--- src/rtl/uart_tx.sv ---
// UART transmitter: valid/ready push into a small FIFO, LSB-first serialisation on tx
// with start/stop framing and cts flow control. Define UART_TX_PARITY_EN for an even-parity bit.
`timescale 1ns/1ps

module uart_tx #(
    parameter int unsigned DATA_BITS  = 7,
    parameter int unsigned STOP_BITS  = 1,
    parameter int unsigned FIFO_DEPTH = 4
) (
    input  logic                 rst,
    input  logic                 baud_clk,
    input  logic [DATA_BITS-1:0] data_in,
    input  logic                 data_in_valid,
    output logic                 data_in_ready,
    input  logic                 cts,
    output logic                 tx,
    output logic                 tx_buffer_empty,
    output logic                 busy
);

    localparam int unsigned PTR_W   = $clog2(FIFO_DEPTH);
    localparam int unsigned CNT_W   = PTR_W + 1;
    localparam int unsigned BIT_MAX = (DATA_BITS > STOP_BITS) ? DATA_BITS : STOP_BITS;
    localparam int unsigned BIT_W   = $clog2(BIT_MAX + 1);

    typedef enum logic [2:0] {
        IDLE,
        START,
        DATA,
`ifdef UART_TX_PARITY_EN
        PARITY,
`endif
        STOP
    } state_t;

    state_t               state_q, state_d;
    logic [DATA_BITS-1:0] shift_q, shift_d;
    logic [BIT_W-1:0]     bit_cnt_q, bit_cnt_d;
    logic [PTR_W-1:0]     wr_ptr_q, wr_ptr_d;
    logic [PTR_W-1:0]     rd_ptr_q, rd_ptr_d;
    logic [CNT_W-1:0]     count_q, count_d;
    logic                 tx_q, tx_d;
    logic                 busy_q, busy_d;
`ifdef UART_TX_PARITY_EN
    logic                 parity_q, parity_d;
`endif
    logic [DATA_BITS-1:0] mem_q [FIFO_DEPTH];

    logic push;
    logic pop;
    logic start_ok;

    assign data_in_ready   = (count_q != CNT_W'(FIFO_DEPTH));
    assign tx_buffer_empty = (count_q == '0);
    assign tx              = tx_q;
    assign busy            = busy_q;

    assign push     = data_in_valid && data_in_ready;
    assign start_ok = (count_q != '0) && cts;

    always_comb begin
        state_d   = state_q;
        shift_d   = shift_q;
        bit_cnt_d = bit_cnt_q;
        tx_d      = tx_q;
        pop       = 1'b0;
`ifdef UART_TX_PARITY_EN
        parity_d  = parity_q;
`endif

        case (state_q)
            IDLE: begin
                tx_d = 1'b1;
                if (start_ok) begin
                    pop     = 1'b1;
                    tx_d    = 1'b0;
                    state_d = START;
                end
            end
            START: begin
                tx_d      = shift_q[0];
                shift_d   = shift_q >> 1;
                bit_cnt_d = '0;
                state_d   = DATA;
            end
            DATA: begin
                // bit_cnt_q holds the index of the bit currently on the line
                if (bit_cnt_q == BIT_W'(DATA_BITS - 1)) begin
                    bit_cnt_d = '0;
`ifdef UART_TX_PARITY_EN
                    tx_d      = parity_q;
                    state_d   = PARITY;
`else
                    tx_d      = 1'b1;
                    state_d   = STOP;
`endif
                end else begin
                    tx_d      = shift_q[0];
                    shift_d   = shift_q >> 1;
                    bit_cnt_d = bit_cnt_q + 1'b1;
                end
            end
`ifdef UART_TX_PARITY_EN
            PARITY: begin
                tx_d      = 1'b1;
                bit_cnt_d = '0;
                state_d   = STOP;
            end
`endif
            STOP: begin
                if (bit_cnt_q == BIT_W'(STOP_BITS - 1)) begin
                    if (start_ok) begin
                        pop     = 1'b1;
                        tx_d    = 1'b0;
                        state_d = START;
                    end else begin
                        tx_d    = 1'b1;
                        state_d = IDLE;
                    end
                end else begin
                    tx_d      = 1'b1;
                    bit_cnt_d = bit_cnt_q + 1'b1;
                end
            end
            default: begin
                tx_d    = 1'b1;
                state_d = IDLE;
            end
        endcase

        // Both frame-start paths (IDLE and back-to-back from STOP) load the head word here.
        if (pop) begin
            shift_d  = mem_q[rd_ptr_q];
`ifdef UART_TX_PARITY_EN
            parity_d = ^mem_q[rd_ptr_q];
`endif
        end

        wr_ptr_d = push ? wr_ptr_q + 1'b1 : wr_ptr_q;
        rd_ptr_d = pop  ? rd_ptr_q + 1'b1 : rd_ptr_q;
        case ({push, pop})
            2'b10:   count_d = count_q + 1'b1;
            2'b01:   count_d = count_q - 1'b1;
            default: count_d = count_q;
        endcase

        busy_d = (state_d != IDLE);
    end

    always_ff @(posedge baud_clk or posedge rst) begin
        if (rst) begin
            state_q   <= IDLE;
            shift_q   <= '0;
            bit_cnt_q <= '0;
            wr_ptr_q  <= '0;
            rd_ptr_q  <= '0;
            count_q   <= '0;
            tx_q      <= 1'b1;
            busy_q    <= 1'b0;
`ifdef UART_TX_PARITY_EN
            parity_q  <= 1'b0;
`endif
        end else begin
            state_q   <= state_d;
            shift_q   <= shift_d;
            bit_cnt_q <= bit_cnt_d;
            wr_ptr_q  <= wr_ptr_d;
            rd_ptr_q  <= rd_ptr_d;
            count_q   <= count_d;
            tx_q      <= tx_d;
            busy_q    <= busy_d;
`ifdef UART_TX_PARITY_EN
            parity_q  <= parity_d;
`endif
        end
    end

    // Storage needs no reset: pointers and count alone define what is valid.
    always_ff @(posedge baud_clk) begin
        if (push) begin
            mem_q[wr_ptr_q] <= data_in;
        end
    end

endmodule

--- config.mk ---
export PLATFORM = sky130hd
export DESIGN_NAME = uart_tx
export DESIGN_NICKNAME = d
export VERILOG_FILES = /design/src/rtl/uart_tx.sv
export SDC_FILE = /design/constraint.sdc
export NUM_CORES = 1
export LEC_CHECK = 0
export ABC_CLOCK_PERIOD_IN_PS = 3300
export CAP_MARGIN = 20
export CORE_AREA = 2 2 74 76
export DETAILED_ROUTE_END_ITERATION = 8
export DIE_AREA = 0 0 76 78
export REMOVE_ABC_BUFFERS = 1
export SLEW_MARGIN = 10
export SYNTH_ARGS = -nofsm -noshare
export SYNTH_HDL_FRONTEND = slang
export SYNTH_SLANG_ARGS = --single-unit
--- constraint.sdc ---
create_clock -name baud_clk -period 3.3 [get_ports baud_clk]
set_input_delay 0.33 -clock baud_clk [delete_from_list [all_inputs] [get_ports baud_clk]]
set_output_delay 0.33 -clock baud_clk [all_outputs]
set_load 0.005 [all_outputs]
======== After elaboration in Yosys (flattened, before gate mapping) ========
Memories as Yosys holds them, arrays and structs flattened.
Cells that the tools add are included.
cells by class
  multiplexer cells ....................... 21
  reductions and logical operators ........ 12
  add/sub/neg operators ................... 5
  eq/ne operators ......................... 9
operators by type and width
  kind                   count
  $mux W3                5
  $mux W7                2
  $pmux W7 S2            1
  $pmux W3 S4            1
  $reduce_bool A3 Y1     4
  $logic_not A3 Y1       3
  $pmux W3 S3            1
  $mux W1                8
  $add A3 B1 Y3 const B  2
  $eq A3 B2 Y1 const B   2
  $ne A3 B3 Y1 const B   2
  $pmux W3 S2            1
  $add A2 B1 Y2 const B  2
  $pmux W1 S4            1
  $reduce_and A2 Y1      2
  $eq A3 B1 Y1 const B   1
  $eq A3 B3 Y1 const B   1
  $sub A3 B1 Y3 const B  1
  $eq A2 B1 Y1 const B   1
  $eq A2 B2 Y1 const B   1
  $logic_and A1 B1 Y1    2
  $ne A2 B2 Y1 const B   1
  $pmux W1 S2            1
  $reduce_bool A2 Y1     1
storage, ports and cells
  word-level logic and storage cells ...... 56
  output and inout port bits .............. 4
  flip-flop bits (word level) ............. 22
  memories kept ........................... 1
  RAM bits ................................ 28
memories
  memory  words  bits a word  rd ports  clocked after memory_dff  write ports  line  text
  mem_q   4      7            1         0                         1            47    logic [DATA_BITS-1:0] mem_q [FIFO_DEPTH];

======== Longest topological paths before layout ========
  depth in word-level cells ............... 7
  gate-level depth with buffers ........... 13
  mapped depth without buffers ............ 12

======== Worst setup path after synthesis ========
No wires, ideal clock.
  path kind ............................... reg-to-reg
  from .................................... register bit_cnt_q[0]
  to ...................................... register count_q[2]
  arrival ................................. 2.181 ns
  library setup time ...................... 0.079 ns
  stages on the path, launching flop included .. 14
  clock period less this slack ............ 2.261 ns
  required time ........................... 3.221 ns
  path slack .............................. 1.039 ns
  cells stage by stage .................... dfrtp_1 inv_1 ha_1 nand3b_1 a21oi_2 nand2_4 inv_2 buf_6 ha_1 inv_1 fa_1 xor2_1 nor2_1 xor2_1
on the way
  longest elaborated chain between the ends .. 5
  elaborated cells on any way between the ends .. 7
RTL lines
  element                                                   line  text
  from (decl)                                               38    logic [BIT_W-1:0] bit_cnt_q, bit_cnt_d;
  from (signal assigned)                                    166   bit_cnt_q <= bit_cnt_d;
  $logic_not A3 Y1 *                                        111   if (bit_cnt_q == BIT_W'(STOP_BITS - 1)) begin
  $mux W1 *                                                 111
  $pmux W1 S2 *                                             71    case (state_q)
  $eq A2 B1 Y1 / $eq A2 B2 Y1 (equally long branches)       141   case ({push, pop})
  $pmux W3 S2 / $reduce_bool A2 Y1 (equally long branches)  -
  to (signal assigned)                                      169   count_q <= count_d;
  to (decl)                                                 41    logic [CNT_W-1:0] count_q, count_d;
Every way passes the cells marked *; elsewhere a longest branch is shown, timed or not.
A chain may end at the register's enable or synchronous reset.

======== Worst setup path in the final report ========
Ends and elaborated chain as after synthesis.

==> impl_metrics.ini <==
[status]
status = finished clean

[placed_design]
dp_hpwl_um = 2550
port_buffers = 14
gp_congestion = 0.807
dpl_cell_area_mm2 = 0.00244
place_inst = 236

[timing]
setup_tns_ns = 0
worst_pin_slew_ns = 0.832
fin_crit_ns = 2.52
slew_violations = 0
fin_worst_skew_ns = 0.00438
setup_violations = 0
slew_headroom_pct = 44.5
finalHoldViolations = 0
period_share_pct = 76.3
grt_setup_unrepaired = false
max_freq_ghz = 0.397

[clock_tree]
cts_root_buf = clkbuf_8
clk_pin_slew_ns = 0.09
numCtsBuffers = 5
cts_max_level = 2
cts_hold_buf = 0
tritoncts = done
cts_buffer_depth = 2
cts_resized = 0
cts_setup_buffers = 0
clock_latency_ns = 0.29
clock_sinks = 50

[setup_path]
crit_path_start_kind = flop
worstSetupEndpointType = flop
timing.rr.start = bit_cnt_q[0]
r2r_slack_ns = 0.78
critPathLaunch = bit_cnt_q[0]
reg2reg_depth = 12
cp.required_ns = 3.52
arrival_ns = 2.73
r2r-end = count_q[2]
path_max_fanout = 11
endpoint = count_q[2]
criticalPathCategory = reg -> reg

[die]
initial_core_util_pct = 44.5
die_area_mm2 = 0.00593
die_w_um = 76
core-area_mm2 = 0.00504
pin_count = 15
rows = 26
die_h_um = 78

[detailed_routing]
vias_per_cell = 5.25
dr.pass1.iters = 4
first_iter_violations = 74
vias = 1280
post_drt_wl_per_cell_um = 14.7
drt_wl_total_um = 3580
drc = 0
antenna_left = 0

[global_routing]
grt_pass1_wl_um = 6140
grt_pass1_vias = 1267
grt_antenna_before_repair = 0
grt_max_degree = 23
overflow = 0
grtUsageTotal_pct = 13.3

[synthesis]
synth_area_mm2 = 0.00225
syn_area_per_cell_um2 = 14.3
postSynthCellCount = 157
ys_async_sr_fraction_pct = 44.0
synth_warnings = 0
ys_seq_area_share_pct = 62.0
synth_flop_cell = edfxtp_1
synth_cell_types = 45
synth_edf_count = 28
ys_seq_elements = 50

[cells_and_area]
fin_area_mm2 = 0.00254
layout_commonest_cell = edfxtp_1
final_cells = 244
layout_common_cells = 28 x edfxtp_1, 21 x dfrtp_1, 14 x clkdlybuf4s50_1, 12 x o21ai_0, 10 x inv_1
fillers = 432
nets = 193
layout-drive-gt1-share_pct = 13.2
area_delta_synth_final_pct = 13.1
postLayoutCoreUtil_pct = 50.4
diodes = 0

[pwr]
ir_drop_mv = 0.352
power_density_mw_per_mm2 = 774
p_leak_nw = 0.974
p_total_mw = 1.97

[flow_run]
drv_cap = 0

[hold_path]
min_path_type = in -> async
==> sequential cells by signal, indices dropped and copies added, names as in the netlist <==
register,cells
shift_q,7
busy,1
state_q,3
rd_ptr_q,2
tx,1
count_q,3
bit_cnt_q,3
mem_q,28
wr_ptr_q,2
==> final cells by class <==
| type | instances | area, um2 | share of cell area, % |
|---|---|---|---|
| Timing Repair Buffer | 14 | 140 | 5.51 |
| Multi-Input combinational cell | 91 | 781 | 30.7 |
| Clock inverter | 2 | 16.3 | 0.640 |
| Tap cell | 70 | 87.6 | 3.45 |
| Inverter | 11 | 41.3 | 1.62 |
| Clock buffer | 6 | 82.6 | 3.25 |
| Sequential cell | 50 | 1390 | 54.8 |
==> critical path, stage by stage (launching register included) <==
cell	delay, ns
dfrtp_1	0.39
inv_1	0.11
ha_1	0.21
nand3b_1	0.12
a21oi_2	0.23
nand2_4	0.10
inv_2	0.19
ha_1	0.22
inv_1	0.06
fa_1	0.37
xor2_1	0.15
nor2_1	0.11
xor2_1	0.16
==> cell usage after synthesis, types with 4 or more instances <==
cell	count	area share, %
edfxtp_1	28	37
dfrtp_1	21	23
o21ai_0	12	2.7
inv_1	10	1.7
ha_1	8	4.5
a31oi_1	7	1.9
mux4_2	7	7.0
a2bb2oi_1	6	2.3
nand2_1	6	1.0
a21oi_1	4	0.89
and3_1	4	1.1
==> metrics by stage <==
step / setup WS [ns] / hold slack (ns)
global placement: 0.848 / 0.522
CTS: 0.769 / 0.523
global route: 0.574 / 0.552
detailed placement: 0.723 / 0.501
floorplan: 1.05 / 0.318
finish: 0.782 / 0.495
==> per-layer routing <==
layer | wire, um | vias up | GRT usage [%]
li1 | - | 612 | -
met1 | 1660 | 647 | 16.8
met2 | 1780 | 17 | 21.9
met3 | 110 | 4 | 4.07
met4 | 31 | 0 | 4.73
met5 | 0 | - | 0
==> kinds of logic (layout without fill, tap and decap cells) <==
group                    count (synthesis)  after routing  share of synthesized area, %
AND/OR/NAND/NOR                         29             29                          7.74
flip-flops                              50             50                          62.0
other                                    1              1                         0.167
adder cells (fa/ha/maj)                  9              9                          5.35
buffers and inverters                   16             33                          3.23
multiplexers                             8              8                          7.52
XOR/XNOR                                 6              6                          2.34
AO/OA/AOI/OAI                           38             38                          11.6
==> worst min path at each step <==
stage	from	to	depth (start not counted)
floorplan	rst	bit_cnt_q[0]	1
global placement	bit_cnt_q[2]	bit_cnt_q[2]	1
detailed placement	shift_q[0]	tx	2
global route	shift_q[0]	tx	2
finish	rst	bit_cnt_q[0]	2
CTS	shift_q[0]	tx	2
==> power breakdown <==
part	internal [mW]	leakage [nW]	total, mW	switching (mW)
combinational	0.315	0.402	0.598	0.284
clock	0.173	0.0478	0.371	0.198
sequential	0.846	0.524	0.998	0.151
total	1.33	0.974	1.97	0.633
No activity file was read; power rests on OpenSTA's default activity.
